<file path="src/rtl/rob_if.sv">
// Dispatch/CDB/commit bundle for the reorder buffer.
// master is the pipeline side; slave is the rob itself.
interface rob_if #(
  parameter int TAG_W = 5,
  parameter int XLEN  = 32
);
  logic             alloc_valid;
  logic [4:0]       alloc_rd;
  logic             alloc_ready;
  logic [TAG_W-1:0] alloc_tag;

  logic             cdb_valid;
  logic [TAG_W-1:0] cdb_tag;
  logic [XLEN-1:0]  cdb_value;
  logic             cdb_mispredict;

  logic [TAG_W-1:0] src_tag;
  logic             src_ready;
  logic [XLEN-1:0]  src_value;

  logic             commit_valid;
  logic [4:0]       commit_rd;
  logic [XLEN-1:0]  commit_value;
  logic [TAG_W-1:0] commit_tag;

  logic             flush;

  modport master (
    output alloc_valid, alloc_rd, cdb_valid, cdb_tag, cdb_value, cdb_mispredict, src_tag,
    input  alloc_ready, alloc_tag, src_ready, src_value,
           commit_valid, commit_rd, commit_value, commit_tag, flush
  );

  modport slave (
    input  alloc_valid, alloc_rd, cdb_valid, cdb_tag, cdb_value, cdb_mispredict, src_tag,
    output alloc_ready, alloc_tag, src_ready, src_value,
           commit_valid, commit_rd, commit_value, commit_tag, flush
  );
endinterface

</file>
<file path="src/rtl/rob.sv">
// Reorder buffer: hands out tags at dispatch, captures CDB results and
// retires in program order; a committing mispredict squashes everything.
module rob #(
  parameter int DEPTH = 32,
  parameter int TAG_W = 5,
  parameter int XLEN  = 32
) (
  input  logic  clk,
  input  logic  rst_n,
  rob_if.slave  bus
);
  localparam int CNT_W = TAG_W + 1;

  logic [DEPTH-1:0] busy;
  logic [DEPTH-1:0] ready;
  logic [DEPTH-1:0] mispredict;
  logic [4:0]       rd_q    [DEPTH];
  logic [XLEN-1:0]  value_q [DEPTH];

  logic [TAG_W-1:0] head;
  logic [TAG_W-1:0] tail;
  logic [CNT_W-1:0] count;
  logic             flush_q;

  logic alloc_ready;
  logic alloc_fire;
  logic cdb_fire;
  logic commit_fire;
  logic flush_fire;
  logic src_bypass;

  // Full/empty is decided from count alone, since head==tail is ambiguous.
  assign alloc_ready = (count != CNT_W'(DEPTH)) && !flush_q;
  assign alloc_fire  = bus.alloc_valid && alloc_ready;
  assign cdb_fire    = bus.cdb_valid && busy[bus.cdb_tag] && !flush_q;
  assign commit_fire = busy[head] && ready[head] && !flush_q;
  assign flush_fire  = commit_fire && mispredict[head];
  assign src_bypass  = bus.cdb_valid && (bus.cdb_tag == bus.src_tag) && busy[bus.src_tag];

  assign bus.alloc_ready  = alloc_ready;
  assign bus.alloc_tag    = tail;
  assign bus.commit_valid = commit_fire;
  assign bus.commit_rd    = rd_q[head];
  assign bus.commit_value = value_q[head];
  assign bus.commit_tag   = head;
  assign bus.flush        = flush_q;
  assign bus.src_ready    = ready[bus.src_tag] || src_bypass;
  assign bus.src_value    = src_bypass ? bus.cdb_value : value_q[bus.src_tag];

  always_ff @(posedge clk) begin
    if (!rst_n) begin
      busy       <= '0;
      ready      <= '0;
      mispredict <= '0;
      head       <= '0;
      tail       <= '0;
      count      <= '0;
      flush_q    <= 1'b0;
    end else begin
      flush_q <= flush_fire;
      // The mispredicted instruction still retires, but nothing else survives this edge.
      if (flush_fire) begin
        busy  <= '0;
        head  <= '0;
        tail  <= '0;
        count <= '0;
      end else begin
        if (alloc_fire) begin
          busy[tail]       <= 1'b1;
          ready[tail]      <= 1'b0;
          mispredict[tail] <= 1'b0;
          tail             <= tail + TAG_W'(1);
        end
        if (cdb_fire) begin
          ready[bus.cdb_tag]      <= 1'b1;
          mispredict[bus.cdb_tag] <= bus.cdb_mispredict;
        end
        if (commit_fire) begin
          busy[head] <= 1'b0;
          head       <= head + TAG_W'(1);
        end
        count <= count + CNT_W'(alloc_fire) - CNT_W'(commit_fire);
      end
    end
  end

  always_ff @(posedge clk) begin
    if (alloc_fire && !flush_fire) begin
      rd_q[tail] <= bus.alloc_rd;
    end
    if (cdb_fire && !flush_fire) begin
      value_q[bus.cdb_tag] <= bus.cdb_value;
    end
  end
endmodule

</file>
<file path="src/flat_wrapper.sv">
// flat-port wrapper written by rule: the top's interface ports become plain ports
module rob_flat 
#(
  parameter int DEPTH = 32,
  parameter int TAG_W = 5,
  parameter int XLEN  = 32
)
  (clk, rst_n, bus_alloc_valid, bus_alloc_rd, bus_cdb_valid, bus_cdb_tag, bus_cdb_value, bus_cdb_mispredict, bus_src_tag, bus_alloc_ready, bus_alloc_tag, bus_src_ready, bus_src_value, bus_commit_valid, bus_commit_rd, bus_commit_value, bus_commit_tag, bus_flush);
  rob_if #(.TAG_W(TAG_W), .XLEN(XLEN)) bus_i ();
  input  logic clk;
  input  logic rst_n;
  input wire logic [$bits(bus_i.alloc_valid)-1:0] bus_alloc_valid;
  input wire logic [$bits(bus_i.alloc_rd)-1:0] bus_alloc_rd;
  input wire logic [$bits(bus_i.cdb_valid)-1:0] bus_cdb_valid;
  input wire logic [$bits(bus_i.cdb_tag)-1:0] bus_cdb_tag;
  input wire logic [$bits(bus_i.cdb_value)-1:0] bus_cdb_value;
  input wire logic [$bits(bus_i.cdb_mispredict)-1:0] bus_cdb_mispredict;
  input wire logic [$bits(bus_i.src_tag)-1:0] bus_src_tag;
  output wire logic [$bits(bus_i.alloc_ready)-1:0] bus_alloc_ready;
  output wire logic [$bits(bus_i.alloc_tag)-1:0] bus_alloc_tag;
  output wire logic [$bits(bus_i.src_ready)-1:0] bus_src_ready;
  output wire logic [$bits(bus_i.src_value)-1:0] bus_src_value;
  output wire logic [$bits(bus_i.commit_valid)-1:0] bus_commit_valid;
  output wire logic [$bits(bus_i.commit_rd)-1:0] bus_commit_rd;
  output wire logic [$bits(bus_i.commit_value)-1:0] bus_commit_value;
  output wire logic [$bits(bus_i.commit_tag)-1:0] bus_commit_tag;
  output wire logic [$bits(bus_i.flush)-1:0] bus_flush;
  assign bus_i.alloc_valid = bus_alloc_valid;
  assign bus_i.alloc_rd = bus_alloc_rd;
  assign bus_i.cdb_valid = bus_cdb_valid;
  assign bus_i.cdb_tag = bus_cdb_tag;
  assign bus_i.cdb_value = bus_cdb_value;
  assign bus_i.cdb_mispredict = bus_cdb_mispredict;
  assign bus_i.src_tag = bus_src_tag;
  assign bus_alloc_ready = bus_i.alloc_ready;
  assign bus_alloc_tag = bus_i.alloc_tag;
  assign bus_src_ready = bus_i.src_ready;
  assign bus_src_value = bus_i.src_value;
  assign bus_commit_valid = bus_i.commit_valid;
  assign bus_commit_rd = bus_i.commit_rd;
  assign bus_commit_value = bus_i.commit_value;
  assign bus_commit_tag = bus_i.commit_tag;
  assign bus_flush = bus_i.flush;
  rob #(.DEPTH(DEPTH), .TAG_W(TAG_W), .XLEN(XLEN)) u_core (.clk(clk), .rst_n(rst_n), .bus(bus_i));
endmodule
</file>
<file path="config.mk">
export PLATFORM = sky130hd
export DESIGN_NAME = rob_flat
export DESIGN_NICKNAME = d
export VERILOG_FILES = /design/src/rtl/rob_if.sv /design/src/rtl/rob.sv /design/src/flat_wrapper.sv
export SDC_FILE = /design/constraint.sdc
export NUM_CORES = 2
export LEC_CHECK = 0
export CAP_MARGIN = 10
export CORE_MARGIN = 5
export CORE_UTILIZATION = 60
export DETAILED_ROUTE_END_ITERATION = 7
export HOLD_SLACK_MARGIN = 0.15
export PLACE_DENSITY = 0.81
export SLEW_MARGIN = 5
export SYNTH_ARGS = -nofsm -noshare
export SYNTH_HDL_FRONTEND = slang
export SYNTH_SLANG_ARGS = --single-unit
</file>
<file path="constraint.sdc">
create_clock -name clk -period 10.65 [get_ports clk]
set_input_delay 2.13 -clock clk [delete_from_list [all_inputs] [get_ports clk]]
set_output_delay 2.13 -clock clk [all_outputs]
set_load 0.02 [all_outputs]
</file>
Yosys cells after proc, flatten, opt, wreduce, memory -nomap -nowiden. Memory sizes are Yosys's and may differ from the RTL's. A register that Yosys moved wholly into a read port is not among the register bits. Cells that the tools add are included.

Bitwise operators: 8. Equal/unequal tests: 2. Magnitude comparators: 7. Reduce and logical (&&, ||, !) cells: 18. Muxes and demuxes: 40. Add/subtract/negate cells: 4.

Operators by type and width (count): $mux W32 (13); $and A32 B32 Y32 (3); $not A32 Y32 (2); $or A32 B32 Y32 (2); $bwmux W32 (1); $bmux W1 S5 (6); $lt A5 B6 Y1 const B (4); $mux W5 (4); $demux W1 S5 (3); $ge A5 B1 Y1 const B (3); $logic_and A1 B1 Y1 (14); $mux W1 (13); $add A5 B1 Y5 const B (2); $add A6 B1 Y6 (1); $ne A6 B6 Y1 const B (1); $sub A6 B1 Y6 (1); $eq A5 B5 Y1 (1); $logic_not A1 Y1 (2); $reduce_or A2 Y1 (1); $logic_or A1 B1 Y1 (1); $not A1 Y1 (1).

Bits in registers: 113. Input bits: 52. RAM bits: 1184. Memories kept: 2. Output and inout port bits: 83.

Memories: u_core.value_q (words 32, width 32, read ports 2, clocked after Yosys merged registers in 1, wr ports 1, RTL line rob.sv:18) `logic [XLEN-1:0] value_q [DEPTH];`; u_core.rd_q (words 32, width 5, read ports 1, clocked after Yosys merged registers in 1, wr ports 1, RTL line rob.sv:17) `logic [4:0] rd_q [DEPTH];`.

Longest topological paths before layout.
Word-level depth: 11. Mapped depth: 18. Mapped depth without buffers: 14.

Worst setup path after synthesis. Ideal clock, no wire load.

Path kind: input to output. From: in bus_src_tag[0]. To: out bus_src_value[14]. Stages on the path: 9. Arrival time: 4377 ps. Buffers on the path: 3. Setup slack: 4143 ps. Data required time: 8520 ps. Cells stage by stage: buf_2 > mux4_2 > mux4_2 > mux2_2 > nand4_1 > buf_2 > buf_6 > nor2_1 > a21oi_1.

Longest elaborated chain between the ends: 4. Elaborated cells on any way between the ends: 7.

RTL lines: from (decl) (RTL line flat_wrapper.sv:18) `input wire logic [$bits(bus_i.src_tag)-1:0] bus_src_tag;`; $bmux W1 S5 / $eq A5 B5 Y1 (equally long branches) (RTL line rob.sv:38) `assign src_bypass = bus.cdb_valid && (bus.cdb_tag == bus.src_tag) && busy[bus.src_tag];`; $mux W1 (not written as such) / $logic_and A1 B1 Y1 (equally long branches) (RTL line rob.sv:38); $logic_and A1 B1 Y1 (RTL line rob.sv:38); $mux W32 * (RTL line rob.sv:48) `assign bus.src_value = src_bypass ? bus.cdb_value : value_q[bus.src_tag];`; to (decl) (RTL line flat_wrapper.sv:22) `output wire logic [$bits(bus_i.src_value)-1:0] bus_src_value;`.

Every way passes the cells marked *; elsewhere a longest branch is shown, timed or not. The select of a mux whose other input is x is not followed.

Worst setup path in the final report.
From: in bus_src_tag[0]. To: out bus_src_value[26].

Same word-level chain as after synthesis.

==> results.md <==
| Parameter | Reported |
| --- | --- |
| Clock input transition at the sequential cells of the worst setup and hold paths | 0.06 ns |
| Number of maximum-capacitance violations | 0 |
| Most frequent standard cell in the layout excluding fill and tap cells | edfxtp_1 |
| Routability congestion estimate | 0.9337 |
| Syn_nets | 3125 |
| Number of enable-type register cells in the synthesized netlist | 1184 |
| Max Buffers Root-to-Sink | 3 |
| # clock sinks | 1302 |
| Effective utilization at floorplan | 0.6037 |
| Area growth from synthesis to layout | 12.00% |
| Static Leakage | 20.43 nW |
| Setup crit start kind | input pin |
| Status | completed |
| Critical path endpoint category | output pin |
| Floorplan die height | 327.2 um |
| Arrival time of data at the critical path endpoint | 6.20 ns |
| Router iterations before antenna repair | 6 |
| Die ar. | 107100 um^2 |
| First DRT Iteration DRCs | 5841 |
| Number of synthesized register bits | 1302 |
| Commonest non-fill, non-tap cells in the layout | edfxtp_1, mux4_2, clkbuf_16 |
| Fmax | 0.1201 GHz |
| Final Core Density | 0.6761 |
| Number of global-route vias before repair | 37180 |
| Setup Crit Path Kind | input pin to output pin |
| DRC violation count after routing | 0 |
| Proportion of layout cells with a drive suffix above 1 | 0.3351 |
| Hold-critical path depth | 2 |
| Via density per instance | 7.876 |
| R2R Setup Slk | 5.35 ns |
| Die Width | 327.2 um |
| GRT Overall Usage | 0.3404 |
| Site Rows | 116 |
| Core box area | 100000 um^2 |
| Part of the cycle the worst path needs | 0.7817 |
| Area taken by multi-input logic gates | 21560 um^2 |
| Initial antenna violation count | 7 |
| Relative slew slack | 0.1262 |
| Setup violators final | 0 |
| Post-CTS Repair Setup Buffers | 0 |
| Syn_area_per_cell | 19.75 um^2 |
| CTS root buffer | clkbuf_16 |
| Syn Inst Count | 3056 |
| Tightest Pin Transition | 1.308 ns |
| Depth of the CTS H-tree | 4 |
| Number of cells on the worst reg-to-reg path | 8 |
| Launch point of the worst hold path | u_core.mispredict[30]$_SDFFE_PN0N_ |
| Worst r2r src | u_core.bus.commit_tag[2]$_SDFFE_PP0N_ |
| Port Buffers | 134 |
| Type of the tightest min-delay check | flip-flop to flip-flop |
| Final total negative setup slack | 0 ns |
| Worst clock skew | 0.03346 ns |
| Detailed placer's ending HPWL | 95.71 mm |
| Routed len/inst | 39.78 um |
| Vias | 35940 |
| FF-to-FF End | u_core.value_q[16][21]$_DFFE_PP_ |
| Cts hold-fix bufs | 0 |
| Pin count of the biggest net entering global routing | 166 |
| Hold Path Sink | u_core.mispredict[30]$_SDFFE_PN0N_ |
| Cell taking the most area after synthesis | edfxtp_1 |
| Layout Nets | 3224 |
| Cell types occupying the most area after synthesis | edfxtp_1, mux4_2, dfxtp_1, mux2i_1, clkbuf_1 |
| Data required time of the critical path | 8.52 ns |
| Number of warnings reported in the yosys synthesis log | 0 |
| Residual antenna-violating net count after detailed routing | 0 |
| # resized after CTS | 0 |
| Post-synth top area share | 0.5890 |
| Number of library cell types mapped by synthesis | 63 |
| Post-synth design cell area | 60370 um^2 |
| Global-route wire length before repair | 261.4 mm |
| Number of clock buffers inserted by TritonCTS | 134 |
| Slowest cell on the critical path | buf_4 |
| Critical path peak fanout | 73 |
| Hold violation count in the final report | 0 |
| Drt total wl | 181.6 mm |
| Io pins | 135 |
| Global route total overflow | 0 |
| Most Frequent Cell on Critical Path | mux4_2 |
| Chain of cells forming the critical path | buf_8 > mux4_2 > mux4_2 > mux2_2 > nand4_1 > buf_4 > nor2_1 > a21oi_1 > clkdlybuf4s50_1 |
| Share of flip-flops with an asynchronous set or reset after synthesis | 0 |
| Combined flip-flop and latch cell area | 37940 um^2 |
| Power density over the cells | 166.1 nW/um^2 |
| RSZ-0062 raised after global routing | no |
| Largest stage delay, worst path | 0.71 ns |
| CTS tree | yes |
| Most common flop cell mapped by yosys | edfxtp_1 |
| Clock latency of the later-clocked register in the worst-skew pair | 0.75 ns |
| Filler cells | 5961 |
| Final Critical Period | 8.325 ns |
| Fin. max-slew vios | 0 |
| Worst vdd rail ir drop | 0.1803 mV |
| Sequential element share of the synthesized area | 0.6281 |
synth_stat cells (3+ instances only):
cell type and n:
a211oi_1 15, a21oi_1 90, a22oi_1 20, a311oi_1 14
a31oi_1 5, and2_1 26, and3_1 11, and4_1 4
buf_1 34, buf_2 59, buf_4 4, buf_6 6
clkbuf_1 147, dfxtp_1 118, edfxtp_1 1184, ha_1 16
inv_1 17, mux2_2 40, mux2i_1 74, mux4_1 3
mux4_2 717, nand2_1 83, nand3_1 10, nand3b_1 10
nand4_1 20, nor2_1 133, nor2b_1 7, nor3_1 15
nor3b_1 11, nor4_1 3, o211ai_1 18, o21ai_0 24
o221a_2 5, o221ai_1 5, o22ai_1 22, o2bb2ai_1 11
o31a_1 5, o32ai_1 21, or3b_2 5, xnor2_1 8
xor2_1 7
worst max path at each step:
stage                         from           endpoint
finish              bus_src_tag[0]  bus_src_value[26]
global route        bus_src_tag[0]  bus_src_value[29]
CTS                 bus_src_tag[0]  bus_src_value[26]
detailed placement  bus_src_tag[0]  bus_src_value[17]
global placement    bus_src_tag[0]  bus_src_value[15]
floorplan           bus_src_tag[0]  bus_src_value[14]
kinds of logic after synthesis:
family / Yosys count / synth area share
AO/OA/AOI/OAI: 270 / 0.03061
flip-flops: 1302 / 0.6281
XOR/XNOR: 15 / 0.002176
buffers and inverters: 267 / 0.01882
adder cells (fa/ha/maj): 17 / 0.003648
AND/OR/NAND/NOR: 351 / 0.02811
multiplexers: 834 / 0.2885
state kept, by name, indices dropped and copies added (netlist names), named ones only:
register	count
u_core.rd_q	160
u_core.bus.alloc_tag	5
u_core.mispredict	32
u_core.busy	32
u_core.count	6
u_core.bus.flush	1
u_core.bus.commit_tag	5
u_core.ready	32
u_core.value_q	1024
per-layer routing:
layer  up-vias  GRT usage  routed length [um]
met1     18400     0.4301               57640
li1      13390          -                   -
met3       753    0.09065               23030
met5         -          0                  57
met4         8     0.1870               12530
met2      3397     0.5461               88300
cell type report:
class	count	share of cell area
Clock buffer	163	0.05259
Inverter	17	0.0009438
Timing Repair Buffer	213	0.02929
Clock inverter	80	0.01297
Sequential cell	1302	0.5611
Tap cell	1298	0.02402
Antenna cell	4	0.0001480
Multi-Input combinational cell	1487	0.3189
critical path: cells and delay by family:
kind            cells  cell delay, ns
buf+inv             3            2.01
mux                 3            1.39
simple gates        2            0.36
compound gates      1            0.23
per-stage QoR:
stage | hold WS (ns) | setup slack (ns) | power, W | std cells | instance area, um^2
6_report | 0.4726 | 2.325 | 0.01123 | 4564 | 67610
3_5_place_dp | 0.4601 | 2.290 | 0.006525 | 4315 | 63150
4_1_cts | 0.4699 | 2.250 | 0.01125 | 4558 | 67580
3_3_place_gp | 0.4532 | 2.371 | 0.006495 | 4313 | 63140
2_1_floorplan | 0.4387 | 4.143 | 0.006228 | 3056 | 60370
5_1_grt | 0.5057 | 2.109 | 0.01154 | 4561 | 67600
power breakdown:
part | internal [W] | switching [W] | leakage, nW
logic | 0.000334 | 0.000454 | 6.66
registers | 0.00562 | 0.0000267 | 11.6
clock network | 0.00278 | 0.00202 | 2.15
total | 0.00873 | 0.00250 | 20.4
No activity file was read; power rests on OpenSTA's default activity.
